[src/rtl/nn_pkg.sv]
// Shared types for the NN training sequencer: FSM state encoding and strobe bit positions.
package nn_pkg;

  typedef enum logic [2:0] {
    IDLE,
    STRT,
    T_ISS,
    T_WAIT,
    V_ISS,
    V_WAIT,
    STORE,
    FIN
  } state_t;

  localparam int unsigned STB_START = 0;
  localparam int unsigned STB_TR    = 1;
  localparam int unsigned STB_VL    = 2;
  localparam int unsigned STB_SW    = 3;
  localparam int unsigned STB_END   = 4;
  localparam int unsigned NUM_STB   = 5;

  // First phase of an epoch: training if any, else validation if any, else straight to store.
  function automatic state_t epoch_entry(input logic train_nz, input logic valid_nz);
    state_t s;
    if (train_nz)      s = T_ISS;
    else if (valid_nz) s = V_ISS;
    else               s = STORE;
    return s;
  endfunction

endpackage

[src/rtl/nn_sequencer.sv]
// Epoch/sample sequencer: issues train and validation strobes to the pattern block,
// waits on the architecture block, and accumulates validation accuracy per epoch.
module nn_sequencer
  import nn_pkg::*;
#(
  parameter int unsigned BITS = 16
) (
  input  logic            clk,
  input  logic            rst,
  input  logic            go,
  input  logic [BITS-1:0] TRAIN,
  input  logic [BITS-1:0] VALID,
  input  logic [BITS-1:0] EPOCH,
  input  logic            arch_done,
  input  logic            arch_correct,
  output logic            START,
  output logic            TR,
  output logic            VL,
  output logic            SW,
  output logic            END,
  output logic            busy,
  output logic [BITS-1:0] epoch_cnt,
  output logic [BITS-1:0] val_correct
);

  state_t               state, state_n;
  logic [BITS-1:0]      sample_cnt, sample_cnt_n;
  logic [BITS-1:0]      acc, acc_n;
  logic [BITS-1:0]      epoch_q, epoch_n;
  logic [BITS-1:0]      valc_q, valc_n;
  logic [BITS-1:0]      epoch_inc;
  logic [NUM_STB-1:0]   stb_q, stb_n;
  logic                 busy_q, busy_n;

  // State and all outputs registered; strobes decoded from the next state.
  always_ff @(posedge clk or posedge rst) begin
    if (rst) begin
      state      <= IDLE;
      sample_cnt <= '0;
      acc        <= '0;
      epoch_q    <= '0;
      valc_q     <= '0;
      stb_q      <= '0;
      busy_q     <= 1'b0;
    end else begin
      state      <= state_n;
      sample_cnt <= sample_cnt_n;
      acc        <= acc_n;
      epoch_q    <= epoch_n;
      valc_q     <= valc_n;
      stb_q      <= stb_n;
      busy_q     <= busy_n;
    end
  end

  always_comb begin
    state_n      = state;
    sample_cnt_n = sample_cnt;
    acc_n        = acc;
    epoch_n      = epoch_q;
    valc_n       = valc_q;
    epoch_inc    = epoch_q + BITS'(1);
    stb_n        = '0;
    busy_n       = 1'b0;

    case (state)
      IDLE: begin
        if (go) state_n = STRT;
      end
      STRT: begin
        sample_cnt_n = '0;
        epoch_n      = '0;
        acc_n        = '0;
        valc_n       = '0;
        if (EPOCH == '0) state_n = FIN;
        else             state_n = epoch_entry(TRAIN != '0, VALID != '0);
      end
      T_ISS: begin
        sample_cnt_n = sample_cnt + BITS'(1);
        state_n      = T_WAIT;
      end
      T_WAIT: begin
        if (arch_done) begin
          if (sample_cnt < TRAIN) begin
            state_n = T_ISS;
          end else begin
            sample_cnt_n = '0;
            if (VALID != '0) state_n = V_ISS;
            else             state_n = STORE;
          end
        end
      end
      V_ISS: begin
        sample_cnt_n = sample_cnt + BITS'(1);
        state_n      = V_WAIT;
      end
      V_WAIT: begin
        if (arch_done) begin
          // Saturating accumulate so very long validation sets never wrap.
          if (arch_correct && (acc != '1)) acc_n = acc + BITS'(1);
          if (sample_cnt < VALID) begin
            state_n = V_ISS;
          end else begin
            sample_cnt_n = '0;
            state_n      = STORE;
          end
        end
      end
      STORE: begin
        valc_n  = acc;
        acc_n   = '0;
        epoch_n = epoch_inc;
        if (epoch_inc == EPOCH) state_n = FIN;
        else                    state_n = epoch_entry(TRAIN != '0, VALID != '0);
      end
      FIN: begin
        state_n = IDLE;
      end
      default: begin
        state_n = IDLE;
      end
    endcase

    // One-hot strobe per issuing state, visible while the FSM sits in it.
    case (state_n)
      STRT:    stb_n[STB_START] = 1'b1;
      T_ISS:   stb_n[STB_TR]    = 1'b1;
      V_ISS:   stb_n[STB_VL]    = 1'b1;
      STORE:   stb_n[STB_SW]    = 1'b1;
      FIN:     stb_n[STB_END]   = 1'b1;
      default: stb_n            = '0;
    endcase
    busy_n = (state_n != IDLE);
  end

  assign START       = stb_q[STB_START];
  assign TR          = stb_q[STB_TR];
  assign VL          = stb_q[STB_VL];
  assign SW          = stb_q[STB_SW];
  assign END         = stb_q[STB_END];
  assign busy        = busy_q;
  assign epoch_cnt   = epoch_q;
  assign val_correct = valc_q;

endmodule

[config.mk]
export PLATFORM = sky130hd
export DESIGN_NAME = nn_sequencer
export DESIGN_NICKNAME = d
export VERILOG_FILES = /design/src/rtl/nn_pkg.sv /design/src/rtl/nn_sequencer.sv
export SDC_FILE = /design/constraint.sdc
export NUM_CORES = 1
export LEC_CHECK = 0
export ABC_AREA = 1
export CAP_MARGIN = 30
export CORE_MARGIN = 2
export CORE_UTILIZATION = 49
export CTS_CLUSTER_SIZE = 24
export DETAILED_ROUTE_END_ITERATION = 6
export GPL_TIMING_DRIVEN = 0
export PLACE_DENSITY = 0.81
export RECOVER_POWER = 25
export SLEW_MARGIN = 20
export SYNTH_ARGS = -nofsm -noshare
export SYNTH_HDL_FRONTEND = slang
export SYNTH_SLANG_ARGS = --single-unit
[constraint.sdc]
create_clock -name clk -period 2.2 [get_ports clk]
set_input_delay 0.33 -clock clk [delete_from_list [all_inputs] [get_ports clk]]
set_output_delay 0.33 -clock clk [all_outputs]
set_load 0.1 [all_outputs]
== Word-level counts from Yosys, hierarchy flattened ==
Index checks and enable logic that the tools add are counted.

* Flip-flop bits (word level): 73
* Bits in latches: 0
* RAM bits: 0
* Memory bits (read-only): 0
* Output and inout bits: 38
* Logic and storage cells: 69
* Memories: 0

* Add/sub/neg operators: 3
* $mul: 0
* Divide/modulo/power cells: 0
* $lt $le $gt $ge: 2
* Equal/unequal tests: 19
* Shifts and indexed selects: 0
* Muxes and demuxes: 25
* Bitwise operators: 0
* Reductions and logical operators: 13

{| class="wikitable"
|+ Operator list
! cell !! count
|-
| $mux W16 || 6
|-
| $pmux W16 S2 || 3
|-
| $pmux W16 S4 || 1
|-
| $add A16 B1 Y16 const B || 3
|-
| $lt A16 B16 Y1 || 2
|-
| $reduce_bool A16 Y1 || 2
|-
| $pmux W3 S8 || 1
|-
| $eq A3 B3 Y1 const B || 7
|-
| $mux W3 || 7
|-
| $eq A16 B16 Y1 || 1
|-
| $logic_not A16 Y1 || 1
|-
| $ne A16 B16 Y1 const B || 1
|-
| $ne A2 B2 Y1 const B || 5
|-
| $eq A3 B2 Y1 const B || 3
|-
| $eq A3 B1 Y1 const B || 2
|-
| $mux W1 || 5
|-
| $reduce_and A5 Y1 || 1
|-
| $mux W2 || 2
|-
| $reduce_bool A2 Y1 || 2
|-
| $reduce_bool A4 Y1 || 1
|-
| $reduce_or A2 Y1 || 2
|-
| $logic_not A3 Y1 || 1
|-
| $reduce_and A3 Y1 || 1
|-
| $reduce_bool A3 Y1 || 1
|-
| $logic_and A1 B1 Y1 || 1
|}

== Longest topological paths before layout ==
* Word-level depth: 7
* Depth in mapped cells: 15

== Worst setup path before layout ==
No wires, ideal clock.

* Path kind: reg2reg
* Start point: register epoch_q[0] (netlist: epoch_cnt[0])
* End point: register stb_q[4]
* Library setup time: 0.069 ns
* Data arrival time: 2.529 ns
* Required time: 2.131 ns
* Setup slack: -0.398 ns
* Cell stages (with the launch flop): 16
* Buffers on the path: 0
* Clock period less this slack: 2.598 ns
* Cell sequence: dfrtp_1 ha_1 nand2_1 nor2_4 nand2_1 nand2_1 nand2_1 nand2_1 nand2_1 nor2_1 nand2_1 nor2_2 nand4_4 nand2_1 nand2_1 nor2_2

* Word-level cells in the longest chain between the ends: 6

{| class="wikitable"
|+ RTL lines
! what !! RTL line !! RTL
|-
| start: declaration || nn_sequencer.sv:29 || <nowiki>logic [BITS-1:0] epoch_q, epoch_n;</nowiki>
|-
| start signal: assignment || nn_sequencer.sv:49 || <nowiki>epoch_q <= epoch_n;</nowiki>
|-
| $add A16 B1 Y16 || nn_sequencer.sv:62 || <nowiki>epoch_inc = epoch_q + BITS'(1);</nowiki>
|-
| $eq A16 B16 Y1 || nn_sequencer.sv:113 || <nowiki>if (epoch_inc == EPOCH) state_n = FIN;</nowiki>
|-
| $mux W3 || nn_sequencer.sv:113 ||
|-
| $pmux W3 S8 || nn_sequencer.sv:66 || <nowiki>case (state)</nowiki>
|-
| $eq A3 B3 Y1 || nn_sequencer.sv:125 || <nowiki>case (state_n)</nowiki>
|-
| $mux W1 || nn_sequencer.sv:125 ||
|-
| via stb_n[4] || nn_sequencer.sv:32 || <nowiki>logic [NUM_STB-1:0] stb_q, stb_n;</nowiki>
|-
| end signal: assignment || nn_sequencer.sv:51 || <nowiki>stb_q <= stb_n;</nowiki>
|-
| end: declaration || nn_sequencer.sv:32 ||
|}

The timed path passes the listed nets, and every way through them passes these cells.
A chain may end at the register's enable or synchronous reset.

== Worst setup path in the final report ==
* Start point: register stb_q[1]
* End point: output port TR

{| class="wikitable"
|+ RTL lines
! what !! RTL line !! RTL
|-
| end: declaration || nn_sequencer.sv:17 || <nowiki>output logic TR,</nowiki>
|}

No word-level cell between the ends.

==> results by group <==
Drt
  – Via Count: 5179
  – WL final: 13900 µm
  – Vias/cell: 5.41
  – DRT Pass-1 Iters: 6
  – Post-route ant nets: 0
  – Avg WL per Cell: 14.5 µm
  – Iter 0 DRT Violations: 290
  – DRC: 0

Final layout
  – Post-route insts no fill: 957
  – Most frequent cells in the layout: nand2_1, inv_1, nand3_1, nor2_1, dfrtp_1
  – Syn-to-layout area delta: 27.2%
  – Commonest non-fill, non-tap cell in the layout: nand2_1
  – ANT cells: 0
  – Design area: 0.00658 mm²
  – Final Util: 64.0%
  – Nets@finish: 903
  – Layout cell share with drive strength beyond 1: 9.26%

Clocking
  – CTS sink cnt: 73
  – Clk slew on worst S/H paths: 0.08 ns
  – Inserted Clock Buffers: 9
  – CTS tree: done
  – Htree depth: 3
  – Clk_lat worst skew: 0.35 ns
  – Bufs on Longest Clock Path: 2
  – Clock root cell: clkbuf_8

Yosys
  – Post-synth EDFFs: 0
  – Cells after Synth: 711
  – Synth warn: 0
  – Distinct cells, synth: 38
  – Synth area leader: dfrtp_1
  – Syn avg cell area: 7.28 µm²
  – Sequential share of the synthesized area: 35.3%
  – Ys async rst share: 100%
  – Syn_nets: 797
  – Mapped Area: 0.00517 mm²
  – #FFs+latches synth: 73
  – Top FF cell, synth: dfrtp_1
  – Top-area cell type share of the netlist area: 35.3%
  – Largest cells by area after synthesis: dfrtp_1, nand2_1, inv_1, ha_1, nand3_1

STA
  – Final min period: 2.12 ns
  – FMAX: 471 MHz
  – Normalized max-slew margin: 27.3%
  – # setup viols final: 0
  – PnR worst setup slack: 0.0768 ns
  – Setup Skew: 0.0135 ns
  – Final hold vios: 0
  – Setup TNS Final: 0 ns
  – Max-slew violation count: 0
  – Fin crit share: 96.5%
  – Tightest Pin Transition: 1.08 ns
  – Hold WS: 0.493 ns

Critical path
  – Crit-path cells: clkdlybuf4s50_1
  – Delay of the slowest cell on the worst path: 1.12 ns
  – Bufs and invs on worst path: 1
  – Crit path capture type: primary output
  – Worst setup SP type: flip-flop
  – Critical Path Source: stb_q[1]
  – CP max-delay cell: clkdlybuf4s50_1
  – R2R setup slack: 0.11 ns
  – Worst reg2reg path depth: 12
  – Worst Path Arrival: 1.79 ns
  – Critical R2R Capture: sample_cnt[6]
  – Worst EP required: 1.87 ns
  – Top delay family on crit path: buffers and inverters
  – Crit Reg-Reg Startpoint: sample_cnt[1]
  – Critical-path maximum fanout: 1
  – Crit Path Class: flip-flop to primary output

Pwr
  – Leakage: 3.26 nW
  – PD cells: 894 mW/mm²
  – Max VDD drop: 0.552 mV
  – Overall power: 5.88 mW

Global route
  – GRT Util Overall: 24.9%
  – Vias in the first global route: 4967
  – Initial antenna violation count: 0
  – First-pass GRT wire length: 22900 µm
  – Global route overflow: 0
  – Largest net degree at the start of global routing: 27

Floorplan
  – Die extent in y: 107 µm
  – Die X: 107 µm
  – IO Count: 91
  – Core Rows: 37
  – Total Die Area: 0.0114 mm²
  – Core area: 0.0103 mm²
  – Initial Util: 50.3%

Job
  – Max_cap viols: 0

Place
  – RePlAce Congestion: 0.945
  – Dpl cells: 939
  – PortBufs: 90
  – DP Worst Slack: -0.417 ns
  – Post-placement cell area: 0.00631 mm²
  – Post-DP HPWL: 10700 µm

Min path
  – Hold Path Class: flip-flop to flip-flop
  – Worst Hold Endpoint: val_correct[2]
  – Hold path cells: 2
  – HP Start: val_correct[2]

Status
  – Status: completed
-- power breakdown --
part / total (mW) / internal [mW] / switching (mW)
logic: 2.70 / 0.923 / 1.78
clock network: 1.14 / 0.628 / 0.507
registers: 2.04 / 1.63 / 0.408
-- synthesized netlist by cell type (all sizes together), types with 3 or more instances --
| cell | n |
|---|---|
| a21oi | 18 |
| nand3b | 3 |
| buf | 4 |
| ha | 33 |
| xor2 | 21 |
| a22o | 4 |
| nand4 | 19 |
| clkbuf | 7 |
| dfrtp | 73 |
| nor4 | 6 |
| nand3 | 63 |
| nor2 | 78 |
| o31ai | 9 |
| nand2 | 166 |
| o22ai | 15 |
| o21ai | 42 |
| nor3 | 19 |
| inv | 116 |
-- timing repair --
action,4_1_cts,5_1_grt
pin swaps,0,2
setup buffers,0,3
gates resized for setup,25,22
endpoints found under the setup margin,43,45
hold buffers,0,0
-- how the worst max path moves through the flow --
stage	end	slack [ns]	cells after the start
floorplan	stb_q[4]	-0.01	15
global placement	sample_cnt[6]	-0.40	14
detailed placement	sample_cnt[6]	-0.42	14
CTS	val_correct[7]	0.003	1
global route	stb_q[4]	-0.01	15
finish	TR	0.08	1
-- final cells by class --
cell class	instances	area, µm²
sequential	73	1850
clock buffer	9	124
timing repair buffer	95	950
buffer	11	55.1
inverter	116	437
tap	136	170
multi-input combinational	511	2910
clock inverter	6	83.8
fill	886	3700
-- state kept, by name (all words and copies together), names as in the netlist --
signal and cells:
epoch_cnt 16, state 3, busy 1, acc 16, sample_cnt 16, stb_q 5
val_correct 16
-- logic make-up (layout without fill, tap and decap cells) --
family,after synthesis,after routing,share of synthesized area [%]
buf+inv,127,237,9.36
xor+xnor,25,25,4.76
simple gates,357,357,31.7
fa+ha+maj,33,33,7.98
flops,73,73,35.3
compound gates,96,96,10.9
-- metal layers --
layer | vias to the layer above | GRT usage [%] | wire length [µm]
li1 | 2538 | - | -
met1 | 2413 | 32.2 | 6080
met2 | 198 | 41.9 | 6670
met3 | 30 | 4.01 | 842
met4 | 0 | 9.65 | 319
met5 | - | 0 | 0
Note: power is estimated with default switching activity, not from simulation.
